File: src/rtl/timing_control_team1.sv
`default_nettype none
// ============================================================================
// Module   : timing_control_team1
// Purpose  : Timing and instruction-decode front end of the basic computer.
//            Holds the sequence counter (SC), the instruction register (IR),
//            the indirect (I), interrupt (R) and run (S) flip-flops. It also
//            decodes the one-hot timing signals T and the opcode lines D.
// Ports    :
//   clk      in   system clock, rising-edge
//   rst_n    in   synchronous active-low reset
//   mem_data in   [N-1:0] memory read word, captured into IR at ~R&T1
//   sc_clr   in   clear SC at the next edge
//   ien      in   interrupt enable flip-flop value
//   fgi      in   input flag
//   fgo      in   output flag
//   halt     in   clear S (HLT)
//   start    in   set S
//   T        out  [2**SC_W-1:0] one-hot timing, all zero while stopped
//   D        out  [7:0] decoded opcode ir[14:12]
//   I        out  indirect bit
//   R        out  interrupt cycle flag
//   sc       out  [SC_W-1:0] current sequence count
//   ir       out  [N-1:0] instruction register
//   running  out  S flip-flop
// Revision : 1.0 - initial release
// ============================================================================
module timing_control_team1 #(
    parameter int N    = 16,
    parameter int SC_W = 4
) (
    input  logic                 clk,
    input  logic                 rst_n,
    input  logic [N-1:0]         mem_data,
    input  logic                 sc_clr,
    input  logic                 ien,
    input  logic                 fgi,
    input  logic                 fgo,
    input  logic                 halt,
    input  logic                 start,
    output logic [2**SC_W-1:0]   T,
    output logic [7:0]           D,
    output logic                 I,
    output logic                 R,
    output logic [SC_W-1:0]      sc,
    output logic [N-1:0]         ir,
    output logic                 running
);

    localparam int C_TW = 2**SC_W;

    logic [SC_W-1:0] r_sc;
    logic [N-1:0]    r_ir;
    logic            r_i;
    logic            r_r;
    logic            r_s;

    logic [C_TW-1:0] w_t;
    logic            w_ir_load;
    logic            w_i_load;
    logic            w_r_clear;
    logic            w_r_set;

    // Timing is gated by S so that no memory strobe can fire while stopped.
    assign w_t = r_s ? (C_TW'(1) << r_sc) : '0;

    assign w_ir_load = ~r_r & w_t[1];
    assign w_i_load  = ~r_r & w_t[2];
    assign w_r_clear =  r_r & w_t[2];
    // Interrupt requests are only honoured outside the fetch/decode window.
    assign w_r_set   = r_s & ~w_t[0] & ~w_t[1] & ~w_t[2] & ien & (fgi | fgo);

    always_ff @(posedge clk) begin
        if (!rst_n) begin
            r_sc <= '0;
            r_ir <= '0;
            r_i  <= 1'b0;
            r_r  <= 1'b0;
            r_s  <= 1'b1;
        end else begin
            // A stopped machine keeps SC at 0, including on the start edge,
            // so the first active cycle after start is always T0.
            if (!r_s || halt) begin
                r_sc <= '0;
            end else if (sc_clr || w_r_clear) begin
                r_sc <= '0;
            end else begin
                r_sc <= r_sc + 1'b1;
            end

            if (halt) begin
                r_s <= 1'b0;
            end else if (start) begin
                r_s <= 1'b1;
            end

            // Loads are independent of sc_clr so a clear on a load cycle
            // does not lose the fetched word or the indirect bit.
            if (w_ir_load) begin
                r_ir <= mem_data;
            end

            if (w_i_load) begin
                r_i <= r_ir[N-1];
            end

            if (w_r_clear) begin
                r_r <= 1'b0;
            end else if (w_r_set) begin
                r_r <= 1'b1;
            end
        end
    end

    assign T       = w_t;
    assign D       = 8'(1) << r_ir[14:12];
    assign I       = r_i;
    assign R       = r_r;
    assign sc      = r_sc;
    assign ir      = r_ir;
    assign running = r_s;

endmodule
`default_nettype wire

File: config.mk
export PLATFORM = sky130hd
export DESIGN_NAME = timing_control_team1
export DESIGN_NICKNAME = d
export VERILOG_FILES = /design/src/rtl/timing_control_team1.sv
export SDC_FILE = /design/constraint.sdc
export NUM_CORES = 1
export LEC_CHECK = 0
export BUFFER_PORTS_ARGS = -buffer_cell sky130_fd_sc_hd__buf_2
export CAP_MARGIN = 20
export CORE_MARGIN = 4
export CORE_UTILIZATION = 47
export CTS_CLUSTER_DIAMETER = 30
export DETAILED_ROUTE_END_ITERATION = 8
export PLACE_DENSITY_LB_ADDON = 0.05
export SETUP_SLACK_MARGIN = 0.4
export SYNTH_ARGS = -nofsm -noshare
export SYNTH_HDL_FRONTEND = slang
export SYNTH_SLANG_ARGS = --single-unit
File: constraint.sdc
create_clock -name clk -period 4.54 [get_ports clk]
set_input_delay 0.454 -clock clk [delete_from_list [all_inputs] [get_ports clk]]
set_output_delay 0.454 -clock clk [all_outputs]
set_load 0.02 [all_outputs]
* After elaboration in Yosys (flattened, before gate mapping) *
Cells that the tools add are included.

cells by class
  shift-type cells = 2
  mux-type cells = 3
  divide/modulo/power cells = 0
  equal/unequal tests = 0
  $mul = 0
  order comparisons = 0
  bitwise operators = 14
  add/subtract/negate cells = 1
  reductions and logical operators = 6

operators with widths
  cell                                                                 count
  16-bit 2-to-1 mux                                                    1
  1-bit by 4-bit << shifter with 16-bit output (first input constant)  1
  1-bit AND                                                            8
  1-bit by 3-bit << shifter with 8-bit output (first input constant)   1
  1-bit inverter                                                       5
  4-bit by 1-bit adder with 4-bit output (second input constant)       1
  3-bit OR reduction                                                   1
  1-bit logical OR                                                     2
  1-bit 2-to-1 mux                                                     2
  2-bit nonzero test                                                   1
  2-bit OR reduction                                                   1
  1-bit zero test                                                      1
  1-bit OR                                                             1

storage, ports and cells
  flip-flop bits (word level) = 23
  bits in writable memories = 0
  ROM bits = 0
  bits of input ports = 24
  memories kept = 0
  latch bits = 0
  output and inout bits = 47
  word-level logic and storage cells = 31

* Longest topological paths before layout *
Gate-level depths: netlist (run 1).

  depth after elaboration = 8
  gate-level depth with buffers = 6
  gate-level depth less buffers = 5

* Worst setup path before layout (run 1) *
No wires, ideal clock.

  path type = register -> output
  from = register r_ir[14] (netlist: ir[14])
  to = output port D[4]
  path buffers = 1
  stages on the path, launching flop included = 3
  arrival time = 1.235 ns
  path slack = 2.851 ns
  data required time = 4.086 ns
  cell sequence = dfxtp_1 clkbuf_1 nor3b_1

on the way
  cells in the longest elaborated chain, start to end = 1

RTL lines
  what                                         RTL line  text
  from (decl)                                  52        logic [N-1:0] r_ir;
  from (signal assigned)                       99        r_ir <= mem_data;
  1-bit by 3-bit << shifter with 8-bit output  115       assign D = 8'(1) << r_ir[14:12];
  to (decl)                                    41        output logic [7:0] D,

No other way between the ends.

* Final worst setup path (run 1) *
  from = register r_sc[0] (netlist: sc[0])
  to = output port T[2]

on the way
  cells in the longest elaborated chain, start to end = 2

RTL lines
  what                                          RTL line  text
  from (decl)                                   51        logic [SC_W-1:0] r_sc;
  from (signal assigned)                        87        r_sc <= r_sc + 1'b1;
  1-bit by 4-bit << shifter with 16-bit output  64        assign w_t = r_s ? (C_TW'(1) << r_sc) : '0;
  16-bit 2-to-1 mux                             64
  to (decl)                                     40        output logic [2**SC_W-1:0] T,

No other way between the ends.

==> results.sh, run 1 <==
export IMPL_outcome="complete, no violations"
export IMPL_reg2reg_to="ir[6]$_SDFFE_PN0P_"
export IMPL_syn_nets=175
export IMPL_hold_buffers=0
export IMPL_regArea_um2=460.4
export IMPL_port_buffers=70
export IMPL_tightest_slew_ns=0.9570
export IMPL_synth_edf_count=0
export IMPL_cp_arrival_ns=1.50
export IMPL_hold_violations=0
export IMPL_final_period_utilization_pct=43.03
export IMPL_worst_setup_path_type="reg -> out"
export IMPL_die_h_um=59.42
export IMPL_dieArea_mm2=0.003530
export IMPL_fillers=234
export IMPL_min_path_type="in -> reg"
export IMPL_synth_main_ff_cell="dfxtp_1"
export IMPL_cp_cell_sequence="inv_1 > ha_1 > nand4bb_1 > inv_1 > buf_2"
export IMPL_synth_area_leaders="dfxtp_1 37%, mux2i_1 13%, nand2_1 11%"
export IMPL_ys_types=30
export IMPL_yosysMostFrequentCell="nand2_1"
export IMPL_rr_startpoint="running$_SDFFE_PN1P_"
export IMPL_maxCapViolCount=0
export IMPL_rows=18
export IMPL_drive_gt1_share_pct=37.32
export IMPL_viasPerCell=4.933
export IMPL_cts_num_sinks=23
export IMPL_required_ns=4.09
export IMPL_start_util_pct=49.70
export IMPL_worstHoldStart="halt"
export IMPL_p_leak_nw=0.8358
export IMPL_clockBufferDepth=2
export IMPL_drt_iter0_drc=75
export IMPL_gr_total_overflow=0
export IMPL_wirelength_um=2771
export IMPL_netlist_top_cells_count="37 x nand2_1, 23 x dfxtp_1, 16 x mux2i_1"
export IMPL_power_density_mw_per_mm2=220.4
export IMPL_multi_input_area_um2=689.4
export IMPL_cts_made_buffers=3
export IMPL_dr_pass1_iters=4
export IMPL_ys_seq_area_share_pct=37.06
export IMPL_r2r_slack_ns=2.64
export IMPL_yosys_register_bits=23
export IMPL_yosys_warnings=0
export IMPL_slew_headroom_pct=35.99
export IMPL_synth_top_area_share_pct=37.06
export IMPL_fin_util_pct=63.31
export IMPL_end_kind="output pin"
export IMPL_area_delta_synth_final_pct=27.39
export IMPL_syn_area_mm2=0.001242
export IMPL_vdd_drop_max_v=0.0002152
export IMPL_grt_pass1_wl_um=4657
export IMPL_finalSetupViolations=0
export IMPL_critPathMaxFanout=6
export IMPL_drc=0
export IMPL_tns_ns=0
export IMPL_synthCells=145
export IMPL_holdPathStages=2
export IMPL_ant_nets=0
export IMPL_synthArstFlopShare_pct=0
export IMPL_drv_slew=0
export IMPL_r2r_cells=3
export IMPL_die_w_um=59.42
export IMPL_fin_nets=240
export IMPL_htreeDepth=1
export IMPL_fmaxAchievable_mhz=511.8
export IMPL_diodes=0
export IMPL_rsz0062_at_grt="no"
export IMPL_gp_congestion=0.8110
export IMPL_grt_pass1_vias=1066
export IMPL_cts_repair_resized=0
export IMPL_fin_skew_ns=0.01363
export IMPL_track_usage_pct=16.82
export IMPL_io_pins=71
export IMPL_min_delay_worst_endpoint="running$_SDFFE_PN1P_"
export IMPL_antenna_found_initial=0
export IMPL_cts_tree="built"
export IMPL_yosysTopAreaCell="dfxtp_1"
export IMPL_avgSynthCellArea_um2=8.569
export IMPL_slowest_delay_ns=0.44
export IMPL_coreArea_mm2=0.002500
export IMPL_grt_max_degree=37
export IMPL_num_vias=1179
export IMPL_cts_reportedPaths_clkPinSlew_ns=0.12
export IMPL_cp_common_cell="inv_1"
export IMPL_startpoint_type="flop"
export IMPL_slowest_stage="dfxtp_1"
export IMPL_post_cts_buffers=0
export IMPL_dp_hpwl_um=2150
export IMPL_wire_per_inst_um=11.59
export IMPL_clock_latency_ns=0.30
export IMPL_fin_crit_ns=1.954
export IMPL_cts_root_buf="clkbuf_4"
## stage by stage
stage                     setup slack, ns  instances  instance area [µm²]  power [W]  hold WS [ns]
after floorplan                     2.851        145                 1242  0.0002480        0.5311
after global placement              2.758        235                 1556  0.0002634        0.4398
after detailed placement            2.667        235                 1556  0.0002649        0.4488
after CTS                           2.575        239                 1583  0.0003557        0.3464
after global routing                2.446        239                 1583  0.0003700        0.3569
final                               2.586        239                 1583  0.0003489        0.3633
## flip-flops by register name, summed over array words and instances, names as in the netlist
register,cells
ir,16
running,1
R,1
I,1
sc,4
## area by class of cell
| cell class | count | area share (%) |
|---|---|---|
| Multi-Input combinational cell | 107 | 43.56 |
| Sequential cell | 23 | 29.09 |
| Timing Repair Buffer | 70 | 22.13 |
| Tap cell | 30 | 2.372 |
| Clock buffer | 4 | 1.660 |
| Inverter | 5 | 1.186 |
## worst max-delay path: cells and delay by family, from the launching register on
family	cells	cell delay, ns
and+or+nand+nor	1	0.20
DFF	1	0.44
adders and majority gates	1	0.27
buffers and inverters	3	0.29
## cells in the final DEF (no fill, tap or decap), types with 2 or more instances in the layout
cell,netlist,final
and3_1,9,9
buf_2,1,70
clkbuf_4,0,3
dfxtp_1,23,23
ha_1,6,6
inv_1,5,5
mux2i_1,16,16
nand2_1,37,37
nand2b_1,2,2
nand2b_4,2,2
nand4bb_1,2,2
nor2_1,15,15
nor3b_1,3,3
o211ai_1,2,2
## how the worst max path moves through the flow
stage          cells past startpoint                 end                 start  slack, ns
6_report                           5                T[2]      sc[0]$_SDFF_PP0_       2.59
5_1_grt                            5                T[2]      sc[0]$_SDFF_PP0_       2.45
4_1_cts                            5                T[2]      sc[0]$_SDFF_PP0_       2.57
3_5_place_dp                       3  ir[6]$_SDFFE_PN0P_  running$_SDFFE_PN1P_       2.67
3_3_place_gp                       4  ir[7]$_SDFFE_PN0P_      sc[0]$_SDFF_PP0_       2.76
2_1_floorplan                      2                D[4]   ir[14]$_SDFFE_PN0P_       2.85
## cell families (layout without fill, tap and decap cells)
group / after synthesis / in the layout / share of synthesized area, %
AND/OR/NAND/NOR: 77 / 77 / 31.62
flip-flops: 23 / 23 / 37.06
multiplexers: 16 / 16 / 12.89
buffers and inverters: 15 / 79 / 7.451
AO/OA/AOI/OAI: 7 / 7 / 4.229
adder cells (fa/ha/maj): 6 / 6 / 6.042
XOR/XNOR: 1 / 1 / 0.7051
## report_power, final
part | switching, W | internal, W | total [W]
Clock | 0.0000547 | 0.0000342 | 0.0000889
Sequential | 0.00000586 | 0.000206 | 0.000212
Combinational | 0.0000275 | 0.0000204 | 0.0000479
## layer usage
metal  up-vias  wire (µm)  GRT usage [%]
met5         -          0              0
li1        608          -              -
met1       520       1224          22.74
met2        49       1249          27.15
met4         0         11          5.825
met3         2        284          2.397
(Power assumes the default switching activity.)
==> run 2, diff against run 1 <==
CORE_UTILIZATION = 43   (was 47)
clock period = 1.8 ns   (was 4.54 ns; I/O delays follow)
==> results.sh, run 2 (synthesized netlist as in run 1, its figures left out) <==
export IMPL_track_usage_pct=16.99
export IMPL_htreeDepth=1
export IMPL_grt_max_degree=24
export IMPL_cts_tree="built"
export IMPL_num_vias=1241
export IMPL_worst_setup_path_type="reg -> out"
export IMPL_die_w_um=61.76
export IMPL_largest_reg_flops=16
export IMPL_top_usage_layer="met2"
export IMPL_start_util_pct=45.05
export IMPL_gp_congestion=0.7408
export IMPL_gr_total_overflow=0
export IMPL_wirelength_um=3275
export IMPL_slew_headroom_pct=79.85
export IMPL_grt_use_met3_pct=2.686
export IMPL_worst_path_buf_inv=1
export IMPL_regArea_um2=483.0
export IMPL_grt_pass1_wl_um=4830
export IMPL_fillers=233
export IMPL_io_pins=71
export IMPL_cp_common_cell="ha_4"
export IMPL_multi_input_area_um2=794.5
export IMPL_port_buffers=70
export IMPL_dieArea_mm2=0.003814
export IMPL_dr_pass1_iters=2
export IMPL_antenna_found_initial=0
export IMPL_fin_nets=253
export IMPL_tightest_slew_ns=0.3018
export IMPL_use_met2_pct=30.64
export IMPL_mostFrequentLayoutCells="57 x buf_2, 36 x nand2_1, 16 x mux2i_1, 16 x buf_4, 15 x dfxtp_1"
export IMPL_viasPerCell=4.905
export IMPL_end_kind="output pin"
export IMPL_rsz0062_at_grt="yes"
export IMPL_cts_root_buf="clkbuf_4"
export IMPL_hold_buffers=0
export IMPL_clock_latency_ns=0.31
export IMPL_min_path_type="in -> reg"
export IMPL_swShare_pct=26.63
export IMPL_slowest_stage="dfxtp_4"
export IMPL_drive_gt1_share_pct=51.80
export IMPL_startpoint_type="flop"
export IMPL_clockBufferDepth=2
export IMPL_pwr_share_seq_pct=57.6
export IMPL_grt_pass1_vias=1113
export IMPL_wire_per_inst_um=12.94
export IMPL_fin_ws_ns=0.2810
export IMPL_fin_crit_ns=1.519
export IMPL_outcome="complete, no violations"
export IMPL_path_delay_family="flip-flops"
export IMPL_fin_skew_ns=0.01007
export IMPL_power_frac_clock_pct=25.5
export IMPL_required_ns=1.62
export IMPL_maxCapViolCount=0
export IMPL_rows=19
export IMPL_tns_ns=0
export IMPL_drt_iter0_drc=42
export IMPL_final_period_utilization_pct=84.39
export IMPL_cts_made_buffers=3
export IMPL_die_h_um=61.76
export IMPL_ant_nets=0
export IMPL_cp_arrival_ns=1.34
export IMPL_fmaxAchievable_mhz=658.3
export IMPL_cts_reportedPaths_clkPinSlew_ns=0.13
export IMPL_layout_commonest_cell="buf_2"
export IMPL_drc=0
export IMPL_area_delta_synth_final_pct=53.78
export IMPL_coreArea_mm2=0.002758
export IMPL_use_met1_pct=20.89
export IMPL_timing_hold_ws_ns=0.07747
export IMPL_fin_util_pct=69.28
export IMPL_drv_slew=0
export IMPL_cts_num_sinks=23
export IMPL_dp_hpwl_um=2279
export IMPL_power_density_mw_per_mm2=480.0
export IMPL_vdd_drop_max_v=0.0004678
export IMPL_critPathMaxFanout=5
export IMPL_pre_cts_slack_ns=0.3352
export IMPL_finalSetupViolations=0
export IMPL_p_comb_share_pct=16.9
export IMPL_hold_violations=0
export IMPL_diodes=0
export IMPL_slowest_delay_ns=0.40
export IMPL_cp_cell_sequence="ha_4 > ha_4 > and3_4 > buf_6"
export IMPL_p_leak_nw=0.9274
export IMPL_power_switching_w=0.0002442
export IMPL_internal_power_w=0.0006729
[run 2: changes by cell type in the layout (fill, tap and decap cells not counted), sizes merged]
cell    before  now
clkinv       0    1
buf         70   82
[run 2: what timing repair did]
item | in CTS | in global routing
pin swaps | 4 | 4
endpoints found under the setup margin | 34 | 37
gates resized for setup | 38 | 12
endpoints found under the hold margin | 0 | 0
buffers inserted | 6 | 4
cloned | 1 | 0
[run 2: area by class of cell]
type	count	share of cell area, %
multi-input cells	107	41.58
repair buffers	83	28.55
flip-flops and latches	23	25.28
well taps	31	2.030
clock buffers	3	1.179
inverters	5	1.113
clock inverters	1	0.2620
[run 2: metal layers]
metal | vias up | wire, µm
li1 | 637 | -
met1 | 550 | 1313
met2 | 50 | 1666
met3 | 4 | 277
met4 | 0 | 17
met5 | - | 0
[run 2: final timing paths]
kind / from / to / slack [ns] / cells after the start
setup reg to reg: sc[1]$_SDFF_PP0_ / ir[8]$_SDFFE_PN0P_ / 0.40 / 7
setup / recovery: sc[1]$_SDFF_PP0_ / T[11] / 0.28 / 4
hold / removal: halt / running$_SDFFE_PN1P_ / 0.08 / 2
hold reg to reg: ir[9]$_SDFFE_PN0P_ / ir[9]$_SDFFE_PN0P_ / 0.47 / 2
[run 2: through the flow]
stage | total power (W) | std cells | instance area (µm²)
after global placement | 0.0006659 | 238 | 1598
after CTS | 0.0009297 | 249 | 1851
after floorplan | 0.0006249 | 145 | 1267
final | 0.0009171 | 253 | 1911
after detailed placement | 0.0006711 | 238 | 1598
after global routing | 0.0009648 | 253 | 1911
[run 2: power by group through the flow]
stage,Combinational [W],Clock [W],Sequential (W)
after floorplan,0.0000729,0,0.000552
after global placement,0.000122,0,0.000544
after detailed placement,0.000126,0,0.000545
after CTS,0.000155,0.000244,0.000531
after global routing,0.000171,0.000264,0.000531
final,0.000155,0.000234,0.000528
